--- src/rtl/prm_edge_chk_sched_if.sv ---
// Obstacle-code stream between the voxel streamer (master) and the scheduler (slave).
interface prm_edge_chk_sched_if #(
  parameter int CODE_W = 15
);
  logic              obs_valid;
  logic [CODE_W-1:0] obs_code;
  logic              obs_last;
  logic              obs_ready;

  modport master (output obs_valid, output obs_code, output obs_last, input obs_ready);
  modport slave  (input obs_valid, input obs_code, input obs_last, output obs_ready);
endinterface

--- src/rtl/prm_edge_chk_sched.sv ---
// PRM edge-check scheduler: feeds one obstacle code per cycle to a combinational
// checker bank and ORs the returned edge masks over a batch.
//
// state   | meaning
// --------+----------------------------------------------------------
// S_IDLE  | waiting for start; last batch result held on outputs
// S_RUN   | accepting codes; accumulating the previous cycle's mask
// S_DRAIN | no more codes; ORing in the final pending mask
// S_DONE  | one-cycle done pulse, then back to S_IDLE
module prm_edge_chk_sched #(
  parameter int CODE_W = 15,
  parameter int EDGE_N = 64,
  parameter int CNT_W  = 16
) (
  input  logic                clk,
  input  logic                rst_n,
  input  logic                start,
  input  logic                abort,
  prm_edge_chk_sched_if.slave obs,
  output logic [CODE_W-1:0]   chk_code,
  input  logic [EDGE_N-1:0]   chk_mask,
  output logic [EDGE_N-1:0]   blocked_mask,
  output logic                all_blocked,
  output logic [CNT_W-1:0]    obs_count,
  output logic                busy,
  output logic                done,
  output logic                aborted
);

  typedef enum logic [1:0] {S_IDLE, S_RUN, S_DRAIN, S_DONE} state_t;

  state_t              state_q, state_d;
  logic [CODE_W-1:0]   chk_code_q, chk_code_d;
  logic                chk_vld_q, chk_vld_d;
  logic [EDGE_N-1:0]   blocked_q, blocked_d;
  logic [CNT_W-1:0]    count_q, count_d;
  logic                busy_q, busy_d;
  logic                done_q, done_d;
  logic                aborted_q, aborted_d;
  logic                accept;

  // Ready is gated by abort so an abort never coincides with an accept.
  assign obs.obs_ready = (state_q == S_RUN) && !abort;
  assign accept        = obs.obs_valid && obs.obs_ready;

  // Next-state, code issue and mask accumulation.
  always_comb begin
    state_d    = state_q;
    chk_code_d = chk_code_q;
    chk_vld_d  = 1'b0;
    blocked_d  = blocked_q;
    count_d    = count_q;
    aborted_d  = aborted_q;
    case (state_q)
      S_IDLE: begin
        if (start) begin
          blocked_d = '0;
          count_d   = '0;
          aborted_d = 1'b0;
          state_d   = S_RUN;
        end
      end
      S_RUN: begin
        if (abort) begin
          // pending chk_vld is dropped: the in-flight mask is not ORed
          aborted_d = 1'b1;
          state_d   = S_DONE;
        end else begin
          if (chk_vld_q) blocked_d = blocked_q | chk_mask;
          if (accept) begin
            chk_code_d = obs.obs_code;
            chk_vld_d  = 1'b1;
            if (count_q != {CNT_W{1'b1}}) count_d = count_q + CNT_W'(1);
            if (obs.obs_last) state_d = S_DRAIN;
          end
        end
      end
      S_DRAIN: begin
        if (abort) begin
          aborted_d = 1'b1;
        end else if (chk_vld_q) begin
          blocked_d = blocked_q | chk_mask;
        end
        state_d = S_DONE;
      end
      S_DONE:  state_d = S_IDLE;
      default: state_d = S_IDLE;
    endcase
    busy_d = (state_d != S_IDLE);
    done_d = (state_d == S_DONE);
  end

  // State and registered outputs; synchronous active-low reset.
  always_ff @(posedge clk) begin
    if (!rst_n) begin
      state_q    <= S_IDLE;
      chk_code_q <= '0;
      chk_vld_q  <= 1'b0;
      blocked_q  <= '0;
      count_q    <= '0;
      busy_q     <= 1'b0;
      done_q     <= 1'b0;
      aborted_q  <= 1'b0;
    end else begin
      state_q    <= state_d;
      chk_code_q <= chk_code_d;
      chk_vld_q  <= chk_vld_d;
      blocked_q  <= blocked_d;
      count_q    <= count_d;
      busy_q     <= busy_d;
      done_q     <= done_d;
      aborted_q  <= aborted_d;
    end
  end

  assign chk_code     = chk_code_q;
  assign blocked_mask = blocked_q;
  assign all_blocked  = &blocked_q;
  assign obs_count    = count_q;
  assign busy         = busy_q;
  assign done         = done_q;
  assign aborted      = aborted_q;

endmodule

--- src/flat_wrapper.sv ---
// flat-port wrapper written by rule: the top's interface ports become plain ports
module prm_edge_chk_sched_flat 
#(
  parameter int CODE_W = 15,
  parameter int EDGE_N = 64,
  parameter int CNT_W  = 16
)
  (clk, rst_n, start, abort, chk_code, chk_mask, blocked_mask, all_blocked, obs_count, busy, done, aborted, obs_obs_valid, obs_obs_code, obs_obs_last, obs_obs_ready);
  prm_edge_chk_sched_if #(.CODE_W(CODE_W)) obs_i ();
  input  logic clk;
  input  logic rst_n;
  input  logic start;
  input  logic abort;
  output logic [CODE_W-1:0] chk_code;
  input  logic [EDGE_N-1:0] chk_mask;
  output logic [EDGE_N-1:0] blocked_mask;
  output logic all_blocked;
  output logic [CNT_W-1:0] obs_count;
  output logic busy;
  output logic done;
  output logic aborted;
  input wire logic [$bits(obs_i.obs_valid)-1:0] obs_obs_valid;
  input wire logic [$bits(obs_i.obs_code)-1:0] obs_obs_code;
  input wire logic [$bits(obs_i.obs_last)-1:0] obs_obs_last;
  output wire logic [$bits(obs_i.obs_ready)-1:0] obs_obs_ready;
  assign obs_i.obs_valid = obs_obs_valid;
  assign obs_i.obs_code = obs_obs_code;
  assign obs_i.obs_last = obs_obs_last;
  assign obs_obs_ready = obs_i.obs_ready;
  prm_edge_chk_sched #(.CODE_W(CODE_W), .EDGE_N(EDGE_N), .CNT_W(CNT_W)) u_core (.clk(clk), .rst_n(rst_n), .start(start), .abort(abort), .obs(obs_i), .chk_code(chk_code), .chk_mask(chk_mask), .blocked_mask(blocked_mask), .all_blocked(all_blocked), .obs_count(obs_count), .busy(busy), .done(done), .aborted(aborted));
endmodule
--- config.mk ---
export PLATFORM = sky130hd
export DESIGN_NAME = prm_edge_chk_sched_flat
export DESIGN_NICKNAME = d
export VERILOG_FILES = /design/src/rtl/prm_edge_chk_sched_if.sv /design/src/rtl/prm_edge_chk_sched.sv /design/src/flat_wrapper.sv
export SDC_FILE = /design/constraint.sdc
export NUM_CORES = 1
export LEC_CHECK = 0
export BUFFER_PORTS_ARGS = -buffer_cell sky130_fd_sc_hd__buf_2
export CAP_MARGIN = 10
export CORE_AREA = 2 2 128 130
export CTS_CLUSTER_DIAMETER = 100
export DETAILED_ROUTE_END_ITERATION = 6
export DIE_AREA = 0 0 130 132
export HOLD_SLACK_MARGIN = 0.15
export PLACE_DENSITY = 0.46
export SLEW_MARGIN = 10
export SYNTH_ARGS = -nofsm -noshare
export SYNTH_HDL_FRONTEND = slang
export SYNTH_SLANG_ARGS = --single-unit
--- constraint.sdc ---
create_clock -name clk -period 2.67 [get_ports clk]
set_input_delay 0.267 -clock clk [delete_from_list [all_inputs] [get_ports clk]]
set_output_delay 0.267 -clock clk [all_outputs]
set_load 0.01 [all_outputs]
Word-level counts from Yosys, hierarchy flattened
Cells that the tools add are included.
- bitwise operators: 4
- reductions and logical operators: 14
- multiplexer cells: 18
- $add $sub $neg: 1
- eq/ne operators: 12
- operators by type and width (operator ; count):
    two-way mux 64 bit ; 3
    one-hot mux 64 bit (2 select lines) ; 1
    two-way mux 16 bit ; 4
    bitwise OR 64 bit ; 1
    AND reduction 64 bit ; 1
    one-hot mux 16 bit (2 select lines) ; 1
    adder 16 x 1 -> 16 bit, second input constant ; 1
    inequality test 16 bit, second input constant ; 1
    two-way mux 2 bit ; 4
    inequality test 2 bit, second input constant ; 4
    one-hot mux 2 bit (4 select lines) ; 1
    equality test 2 bit, second input constant ; 3
    inequality test 2 x 1 -> 1 bit, second input constant ; 3
    AND reduction 3 bit ; 2
    nonzero test 2 bit ; 3
    AND reduction 5 bit ; 1
    AND reduction 4 bit ; 1
    two-way mux 1 bit ; 3
    inverter 1 bit ; 3
    OR reduction 3 bit ; 1
    equality test 2 x 1 -> 1 bit, second input constant ; 1
    logical AND 1 bit ; 2
    zero test 2 bit ; 1
    one-hot mux 1 bit (2 select lines) ; 1
    other kinds (2) ; 2
- input port bits: 85
- flip-flop bits (word level): 101

Longest topological paths before layout
Gate-level depths: netlist of run 1.
- depth in word-level cells: 7
- depth in mapped cells: 8
- mapped depth without buffers: 6

Worst setup path after synthesis of run 1
Ideal clock, no wire load.
- kind: register to register
- start point: reg u_core.state_q[0]
- end point: reg u_core.count_q[15] (netlist: u_core.obs_count[15])
- stages on the path, launching flop included: 9
- buffers on the path: 2
- data required time: 2.596 ns
- arrival: 1.917 ns
- setup slack: 0.678 ns
- cell sequence: dfxtp_1 -> inv_1 -> ha_1 -> nor2b_1 -> buf_2 -> nand2b_1 -> clkbuf_1 -> or4_1 -> a31oi_1
- word-level cells in the longest chain between the ends: 5
- elaborated cells on any way between the ends: 11
- those cells by class: eq/ne: 5; mux: 1; reduce/logical: 5
- RTL lines (item ; RTL line ; source):
    start: declaration ; prm_edge_chk_sched.sv:32 ; state_t state_q, state_d;
    start signal: assignment ; prm_edge_chk_sched.sv:105 ; state_q <= state_d;
    equality test 2 x 1 -> 1 bit ; prm_edge_chk_sched.sv:43, prm_edge_chk_sched.sv:54 ;
    logical AND 1 bit ; prm_edge_chk_sched.sv:43 ; assign obs.obs_ready = (state_q == S_RUN) && !abort;
    logical AND 1 bit ; prm_edge_chk_sched.sv:44 ; assign accept = obs.obs_valid && obs.obs_ready;
    inequality test 2 x 1 -> 1 bit (no line) ; n/a ;
    AND reduction 5 bit (no line) ; n/a ;
    end signal: assignment ; prm_edge_chk_sched.sv:109 ; count_q <= count_d;
    end: declaration ; prm_edge_chk_sched.sv:36 ; logic [CNT_W-1:0] count_q, count_d;
Parallel ways exist; a longest one is shown, timed or not.
A chain may end at the register's enable or synchronous reset.

Worst setup path in the final report of run 1
- start point: reg u_core.state_q[0]
- end point: reg u_core.count_q[12] (netlist: u_core.obs_count[12])
The elaborated chain is that of the path after synthesis.

==> results of run 1 <==
==> per-stage QoR <==
stage / setup slack [ns] / utilization
final: 0.5367 / 0.3910
after global routing: 0.3817 / 0.3910
after detailed placement: 0.5154 / 0.3223
after CTS: 0.5093 / 0.3910
after global placement: 0.5927 / 0.3223
after floorplan: 0.6784 / -
==> area by class of cell <==
| cell class | count | area (um2) |
|---|---|---|
| clock buffer | 10 | 239.0 |
| clock inverter | 6 | 78.83 |
| fill | 1629 | 9569 |
| inverter | 7 | 26.28 |
| multi-input combinational | 314 | 1718 |
| sequential | 101 | 2022 |
| tap | 216 | 270.3 |
| timing repair buffer | 271 | 1789 |
==> final timing paths <==
check                                                       endpoint  slack, ns  cells past startpoint
worst max-delay path               u_core.obs_count[12]$_SDFFE_PN0P_       0.54                      6
worst min-delay path            u_core.blocked_mask[28]$_SDFFE_PN0P_       0.17                      3
worst max register to register     u_core.obs_count[12]$_SDFFE_PN0P_       0.54                      6
worst min register to register       u_core.chk_code[1]$_SDFFE_PN0P_       0.45                      2
==> where the power goes <==
group / internal (mW) / switching [mW]
sequential: 1.85 / 0.266
combinational: 0.803 / 1.19
clock: 0.773 / 0.615
==> metal layers <==
metal,wire (um),up-vias,track usage
met4,173,0,0.04839
met5,0,-,0
met2,6153,167,0.2478
li1,-,2097,-
met1,5639,1947,0.1802
met3,1128,9,0.05722
==> kinds of logic (layout without fill, tap and decap cells) <==
| kind of cell | after synthesis | count (layout) | synth area share |
|---|---|---|---|
| compound gates | 122 | 122 | 0.1852 |
| fa+ha+maj | 5 | 5 | 0.01621 |
| buf+inv | 35 | 294 | 0.03632 |
| flops | 101 | 101 | 0.5240 |
| mux | 2 | 2 | 0.005188 |
| simple gates | 185 | 185 | 0.2331 |
==> worst min-delay path: cells and delay by family <==
kind / cells / cell delay (ns)
buffers and inverters: 1 / 0.08
AND/OR/NAND/NOR: 1 / 0.08
AO/OA/AOI/OAI: 1 / 0.05
==> sequential cells by signal, summed over array words and instances (netlist names) <==
| register | count |
|---|---|
| u_core.blocked_mask | 64 |
| u_core.obs_count | 16 |
| u_core.chk_code | 15 |
| u_core.state_q | 2 |
| u_core.aborted | 1 |
| u_core.busy | 1 |
| u_core.chk_vld_q | 1 |
| u_core.done | 1 |
==> layout by cell type (no fill, tap or decap), drive strengths merged, types with 2 or more instances in the layout <==
master and instances:
a211o 2, a211oi 2, a21oi 83, a311oi 3
a31oi 5, buf 195, clkbuf 10, clkinv 3
dfxtp 101, dlygate4sd3 76, ha 5, inv 9
mux2i 2, nand2 45, nand2b 4, nand3 9
nand3b 2, nand4 23, nor2 76, nor2b 2
nor3 5, nor4 8, nor4b 2, o211ai 3
o21a 2, o21ai 9, o221ai 2, o31a 3
o31ai 2, or3 2, or4 5
==> what timing repair did <==
action,4_1_cts,5_1_grt
gates resized for setup,0,0
endpoints found under the hold margin,76,0
hold buffers,76,0
==> impl_results.md, run 1 <==
* Outcome: completed
* Commonest cells in the netlist: dfxtp_1, a21oi_1, nor2_1
* Design Area, Final at a little over 6000 um2
* Hold WS at 0.1700 ns
* Slew Limit Fails at 0
* Synth-to-Final Area Change at 59.21%
* Register bit total from synthesis at 101
* CP Cell Sequence: inv_1, ha_1, nor2b_1, nand2b_1, o21ai_2, o221ai_1
* Antenna violations before repair at 0
* CTS clk-pin slew, worst paths at 0.07 ns
* Drt first pass iters at 4
* Initial Utilization at 0.2456
* Total global-route track usage at 0.1506
* Syn Nets at 540
* Critical path origin: u_core.state_q[0]$_SDFF_PN0_
* DR vias/cell at 4.562
* Top Ports at approximately 190
* Global-route wire length before repair at 20610 um
* Dpl cells at 833
* Min-Delay Startpoint: chk_mask[28]
* Share of layout cells above drive strength 1 at 0.3103
* # DRC at 0
* Clock Path Buffers at 2
* Worst-skew pair later-pin latency at between 0.3 and 0.4 ns
* Final setup fails at 0
* # rows at 46
* Post-DP HPWL at ~8800 um
* Register area share after synthesis at 0.5240
* RSZ-0062 raised after global routing: false
* Share of the synthesized area in the top cell type at 0.5240
* Total power at 5.495 mW
* CP endpoint kind: flip-flop
* Clock skew at 0.007675 ns
* ANT nets after route at 0
* Setup Buffers After CTS at 0
* Clock Sinks at about 100
* PD cells at roughly 890 nW/um2
* Die X at 130 um
* Diodes inserted at 0
* Detailed Route Iter0 Violations at between 150 and 200
* WL per Instance at about 14 um
* Min-delay worst type: primary input to flip-flop
* Crit path buffers/inverters at 1
* Cell taking the most area after synthesis: dfxtp_1
* Nets@finish at 794
* Synth warnings at 0
* GRT overflow at 0
* Leakage at 2.696 nW
* Syn Area/Cell at between 8 and 9 um2
* Die height at 132 um
* CTS tree: built
* Fmax at roughly 0.47 GHz
* Crit-path max FO at 10
* Post-DP Area at approximately 5000 um2
* Max-slew headroom at 0.6136
* Mapped Area at 3859 um2
* CP max stage delay at 0.53 ns
* Area contributors post-synth: dfxtp_1, a21oi_1, nor2_1
* Synth cell types at 46
* Number of flops mapped to enable cells by yosys at 0
* Critical Path AT at 2.34 ns
* Type of origin of the critical path: flip-flop
* Endpoints failing hold at 0
* Routed WL at 13100 um
* Largest net degree at the start of global routing at 66
* Total core area at 15710 um2
* Layout Cells excl Fill at 925
* Die Footprint at 17160 um2
* Period utilisation layout at 0.7990
* Worst Tran Pin Value at 0.5724 ns
* CTS Root Buffer Type: clkbuf_16
* Number of CTS-inserted buffers at 9
* Kind of critical path: flip-flop to flip-flop
* Crit path time final at 2.133 ns
* Count leader, synth: dfxtp_1
* Slowest cell on crit path: o21ai_2
* VDD IR-drop max at 0.4651 mV
* Gpl congestion at 0.7615
* Via count at ~4200
* Syn Inst Count at 450
* Most common flop cell mapped by yosys: dfxtp_1
* Async SR Flop Fraction at 0
* Worst path top cell family by delay: compound AO/OA/AOI/OAI gates
* Max-cap violations at 0
* RR Startpoint: u_core.state_q[0]$_SDFF_PN0_
* Critical Path RT at 2.88 ns
* IO Port Bufs at between 150 and 200
* CTS H-tree depth at 3
* Vias in the first global route at 4131
* Final setup TNS at 0 ns
Power figures use the tool's default switching activity.
==> run 2: changes to the inputs <==
==> constraint.sdc (replaced) <==
create_clock -name clk -period 2.2 [get_ports clk]
set_input_delay 0.22 -clock clk [delete_from_list [all_inputs] [get_ports clk]]
set_output_delay 0.22 -clock clk [all_outputs]
set_load 0.01 [all_outputs]
==> run 2 against run 1 <==
Effect of this change: cell count up 0.86%; first-iteration DRC count up 9.3%; hold slack better by 0.046 ns; global-route usage down 0.053 points; count of clock-buffer cells in the layout unchanged; sequential cell count unchanged; maximum frequency up 5.6%; critical path depth unchanged; cell area up 0.77%; combinational power up 22%; clock power up 12%; non-clock buffer count up 8; largest cell class unchanged.
==> impl_results.md, run 2 (synthesis gave the netlist of run 1 again) <==
* Fillers at 1561
* Flop pwr share at 0.391
* Gpl congestion at between 0.7 and 0.8
* Crit path time final at around 2.0 ns
* Nets@finish at around 800
* Final setup TNS at 0 ns
* Synth-to-Final Area Change at 60.44%
* # rows at 46
* Critical Path RT at 2.48 ns
* GRT overflow at 0
* Worst path top cell family by delay: simple AND/OR/NAND/NOR gates
* Slowest cell on crit path: or4_1
* Worst-skew pair later-pin latency at 0.35 ns
* Max-cap violations at 0
* Top Ports at 185
* Clock skew at ~0.010 ns
* Die Footprint at 17160 um2
* Leakage at 2.715 nW
* Clk pwr share at 0.238
* CTS Root Buffer Type: clkbuf_16
* CP Cell Sequence: inv_1, ha_1, and3b_1, nand2b_1, or4_1, a31oi_1
* CTS tree: built
* Dpl cells at 838
* Met2 GRT Util at 0.2490
* Kind of critical path: flip-flop to flip-flop
* Clock Sinks at 101
* PD cells at 1059 nW/um2
* CTS clk-pin slew, worst paths at approximately 0.070 ns
* # DRC at 0
* Period utilisation layout at 0.9187
* CP max stage delay at 0.58 ns
* Via count at ~4200
* Diodes inserted at 0
* Drt first pass iters at 4
* WL per Instance at approximately 14 um
* Fmax at 0.4948 GHz
* CP endpoint kind: flip-flop
* Clock Path Buffers at 2
* VDD IR-drop max at 0.5363 mV
* Min-Delay Startpoint: abort
* GR Util met3 at 0.04343
* Number of CTS-inserted buffers at 9
* ANT nets after route at 0
* Worst Tran Pin Value at between 0.5 and 0.6 ns
* Switching Share at 0.3815
* Slew Limit Fails at 0
* Max reg flops at 64
* Vias in the first global route at 4187
* Setup slack at placement at 0.1040 ns
* RR Startpoint: u_core.state_q[1]$_SDFF_PN0_
* Type of origin of the critical path: flip-flop
* Global-route wire length before repair at 20740 um
* Crit path buffers/inverters at 1
* Hold WS at 0.2161 ns
* Logic pwr share at 0.371
* DR vias/cell at 4.528
* Final worst-path setup slack at 0.1789 ns
* Setup Buffers After CTS at 0
* Footprint of the multi-input gates at 1725 um2
* Min-delay worst type: primary input to flip-flop
* Critical path origin: u_core.state_q[1]$_SDFF_PN0_
* Most Crowded Layer GR: met2
* RSZ-0062 raised after global routing: false
* Max-slew headroom at 0.6460
* Die height at 132 um
* IO Port Bufs at 184
* Post-DP HPWL at 8927 um
* Crit-path max FO at 10
* Outcome: completed
* Most common cell after layout, fill and taps aside: buf_2
* Post-DP Area at 5102 um2
* Critical Path AT at 2.30 ns
* Layout Cells excl Fill at 933
* Largest net degree at the start of global routing at 66
* Design Area, Final at 6191 um2
* Initial Utilization at 0.2456
* Commonest non-fill, non-tap cells in the layout: buf_2, dfxtp_1, a21oi_1, dlygate4sd3_1, nor2_1
* Switching power of the nets at 2.501 mW
* Die X at 130 um
* Share of layout cells above drive strength 1 at 0.3138
* Endpoints failing hold at 0
* Final setup fails at 0
* Antenna violations before repair at 0
* CTS H-tree depth at 3
* Register area at 2022 um2
* Detailed Route Iter0 Violations at 211
* P_int at approximately 4 mW
* Routed WL at 12970 um
* Total core area at 15710 um2
* Routing usage on met1 at 0.1820
* Total global-route track usage at 0.1500
==> run 2: cell types whose count changed in the layout (fill, tap and decap cells not counted) <==
| cell | before | now |
|---|---|---|
| clkinvlp_4 | 0 | 1 |
| bufinv_16 | 1 | 0 |
| o21ai_4 | 0 | 1 |
| inv_8 | 2 | 0 |
| dlygate4sd3_1 | 76 | 79 |
| buf_4 | 9 | 14 |
| inv_6 | 1 | 3 |
| o21ai_2 | 1 | 0 |
==> run 2: worst paths after layout <==
kind,endpoint,slack [ns],depth (start not counted)
worst max-delay path,u_core.obs_count[15]$_SDFFE_PN0P_,0.18,6
worst min-delay path,u_core.aborted$_SDFFE_PN0P_,0.22,3
worst max register to register,u_core.obs_count[15]$_SDFFE_PN0P_,0.18,6
worst min register to register,u_core.chk_code[1]$_SDFFE_PN0P_,0.45,2
==> run 2: routing by layer <==
| layer | vias to the layer above | wire, um |
|---|---|---|
| li1 | 2118 | - |
| met1 | 1935 | 5756 |
| met2 | 160 | 6065 |
| met3 | 12 | 945 |
| met4 | 0 | 203 |
| met5 | - | 0 |
==> run 2: worst register-to-register path, delay by kind of cell (launching register included) <==
kind | cells | cell delay, ns
and+or+nand+nor | 3 | 1.07
adders and majority gates | 1 | 0.29
AOI/OAI and AO/OA | 1 | 0.16
buffers and inverters | 1 | 0.11
DFF | 1 | 0.34
==> run 2: through the flow <==
step | utilization | power (mW)
after floorplan | - | 3.934
after global placement | 0.3247 | 4.901
after detailed placement | 0.3247 | 4.914
after CTS | 0.3935 | 6.617
after global routing | 0.3940 | 7.013
final | 0.3940 | 6.555
==> run 2: repair_timing <==
item                                    in CTS  in global routing
hold endpoints to repair                    79                  0
resized for setup                            0                  1
endpoints found under the setup margin       0                  6
hold buffers                                79                  0
==> run 2: power groups by stage <==
stage          combinational (mW)  sequential [mW]  clock, mW
2_1_floorplan                1.21             2.73          0
3_3_place_gp                 2.31             2.59          0
3_5_place_dp                 2.32             2.59          0
4_1_cts                      2.44             2.56       1.62
5_1_grt                      2.72             2.62       1.67
6_report                     2.43             2.56       1.56
==> run 2: layout make-up <==
cell class | count | share of cell area
Clock buffer | 10 | 0.03860
Clock inverter | 6 | 0.008286
Inverter | 7 | 0.004244
Multi-Input combinational cell | 314 | 0.2787
Sequential cell | 101 | 0.3266
Tap cell | 216 | 0.04365
Timing Repair Buffer | 279 | 0.2999
==> run 3: changes to the inputs <==
--- a/config.mk
+++ b/config.mk
@@ -7,12 +7,14 @@
 export LEC_CHECK = 0
 export BUFFER_PORTS_ARGS = -buffer_cell sky130_fd_sc_hd__buf_2
 export CAP_MARGIN = 10
+export CELL_PAD_IN_SITES_DETAIL_PLACEMENT = 1
+export CELL_PAD_IN_SITES_GLOBAL_PLACEMENT = 1
 export CORE_AREA = 2 2 128 130
 export CTS_CLUSTER_DIAMETER = 100
 export DETAILED_ROUTE_END_ITERATION = 6
 export DIE_AREA = 0 0 130 132
 export HOLD_SLACK_MARGIN = 0.15
-export PLACE_DENSITY = 0.46
+export PLACE_DENSITY = 0.61
 export SLEW_MARGIN = 10
 export SYNTH_ARGS = -nofsm -noshare
 export SYNTH_HDL_FRONTEND = slang
==> run 3 against run 2 <==
Effect of this change: non-clock buffer count is 3 higher; cell area grew 0.32%; hold slack worse by 0.0087 ns; count of clock-buffer cells in the layout up 1; critical endpoint is now u_core.blocked_mask[40]$_SDFFE_PN0P_; combinational power increased by 4%; clock power increased by 4%; largest power group unchanged; sequential power hardly changed; first-iteration DRC count decreased by 37%; sequential cell count stayed put; register-to-register slack hardly changed.
==> impl_results.md, run 3 (synthesis gave the netlist of run 1 again) <==
* Outcome: completed
* Post-CTS sizing at 0
* Max-slew headroom at 0.6118
* Fillers at about 1900
* Endpoints failing hold at 0
* Total power at 6.712 mW
* Layout Cells excl Fill at between 900 and 1000
* Initial Utilization at 0.2456
* Setup Buffers After CTS at 0
* PD cells at roughly 1100 nW/um2
* Critical Path RT at roughly 2.5 ns
* Total global-route track usage at 0.1772
* Die Footprint at 17160 um2
* Gpl congestion at between 0.8 and 0.9
* CP endpoint kind: flip-flop
* Global-route wire length before repair at 24070 um
* Clk pwr share at 0.242
* Drt first pass iters at 4
* Min-delay worst type: primary input to flip-flop
* Number of CTS-inserted buffers at 9
* Final setup TNS at 0 ns
* Setup slack at placement at 0.2264 ns
* Switching Share at 0.3820
* Reg2reg path depth at 8
* RSZ-0062 raised after global routing: false
* Hold path cells at 2
* Total core area at 15710 um2
* Top Ports at 185
* Clock Path Buffers at 2
* Period utilisation layout at 0.9159
* Final setup fails at 0
* Worst-skew pair later-pin latency at 0.35 ns
* Slew Limit Fails at 0
* CTS clk-pin slew, worst paths at around 0.070 ns
* Detailed Route Iter0 Violations at approximately 130
* Leakage at between 2 and 3 nW
* Routed WL at 15140 um
* Nets@finish at 805
* CTS H-tree depth at 3
* CTS tree: built
* Final worst-path setup slack at 0.1849 ns
* Switching power of the nets at between 2 and 3 mW
* Logic pwr share at 0.375
* Fmax at 0.4963 GHz
* Die height at ~130 um
* Max-cap violations at 0
* Flop pwr share at 0.383
* Post-DP HPWL at 10230 um
* VDD IR-drop max at 0.5443 mV
* # DRC at 0
* DR vias/cell at roughly 4.7
* Crit-path max FO at 64
* Type of origin of the critical path: flip-flop
* Clock Sinks at 101
* Commonest non-fill, non-tap cells in the layout: buf_2, dfxtp_1, a21oi_1, dlygate4sd3_1, nor2_1
* GRT overflow at 0
* CTS Root Buffer Type: clkbuf_16
* Crit path time final at 2.015 ns
* Antenna violations before repair at 1
* Hold WS at approximately 0.21 ns
* Vias in the first global route at ~4700
* Most common cell after layout, fill and taps aside: buf_2
* Kind of critical path: flip-flop to flip-flop
* WL per Instance at 16.16 um
* Critical Path AT at between 2 and 2.5 ns
* Via count at around 4400
* Share of layout cells above drive strength 1 at 0.3139
* Largest net degree at the start of global routing at 66
* Worst Tran Pin Value at roughly 0.58 ns
* ANT nets after route at 0
* Dpl cells at 841
* P_int at 4.148 mW
* # rows at 46
* Max reg flops at between 60 and 70
* Die X at 130 um
* Synth-to-Final Area Change at 60.96%
* Clock skew at 0.007983 ns
* IO Port Bufs at 184
==> run 3: cell types whose count changed in the layout (fill, tap and decap cells not counted), sizes merged <==
cell,change
bufinv,+1
buf,+3
inv,-2
clkbuf,+1
diode,+1
==> run 3: through the flow <==
stage / area [um2] / util
detailed placement: 5125 / 0.3262
CTS: 6208 / 0.3951
floorplan: 3859 / -
global placement: 5125 / 0.3262
finish: 6211 / 0.3953
global route: 6211 / 0.3953
==> run 3: routing by layer <==
metal,vias to the layer above,global-route usage,part of all wire,wire [um]
li1,2124,-,-,-
met1,2089,0.2088,0.42,6341
met2,147,0.2973,0.49,7442
met3,29,0.04951,0.063,951
met4,0,0.07945,0.027,406
met5,-,0,0,0
==> run 3: worst max-delay path: stages, from the launching register on <==
cell and delay, ns:
dfxtp_1 0.42, inv_1 0.10, ha_1 0.22, nor2b_1 0.15, buf_4 0.17, a211oi_4 0.27
buf_12 0.31, a21oi_1 0.13, nor2_1 0.15
==> run 3: layout make-up <==
type,count,area (um2),share of cell area
Clock buffer,11,232.7,0.03747
Antenna cell,1,2.502,0.0004029
Tap cell,216,270.3,0.04351
Inverter,7,26.28,0.004230
Sequential cell,101,2022,0.3255
Timing Repair Buffer,282,1879,0.3026
Multi-Input combinational cell,314,1718,0.2766
Clock inverter,5,60.06,0.009670
==> run 3: power groups by stage <==
stage | Sequential (mW) | Clock [mW] | Combinational [mW]
3_5_place_dp | 2.60 | 0 | 2.41
2_1_floorplan | 2.73 | 0 | 1.21
3_3_place_gp | 2.58 | 0 | 2.35
5_1_grt | 2.63 | 1.76 | 2.79
4_1_cts | 2.57 | 1.68 | 2.53
6_report | 2.57 | 1.63 | 2.52
==> run 3: final timing paths <==
kind / start / slack, ns / end
max: u_core.state_q[0]$_SDFF_PN0_ / 0.18 / u_core.blocked_mask[40]$_SDFFE_PN0P_
min: rst_n / 0.21 / u_core.obs_count[4]$_SDFFE_PN0P_
max reg2reg: u_core.state_q[0]$_SDFF_PN0_ / 0.18 / u_core.blocked_mask[40]$_SDFFE_PN0P_
min reg2reg: u_core.chk_code[5]$_SDFFE_PN0P_ / 0.45 / u_core.chk_code[5]$_SDFFE_PN0P_
==> run 3: repair_timing <==
item                       in CTS  in global routing
setup endpoints to repair       0                  0
hold buffers                   79                  0
hold endpoints to repair       79                  0
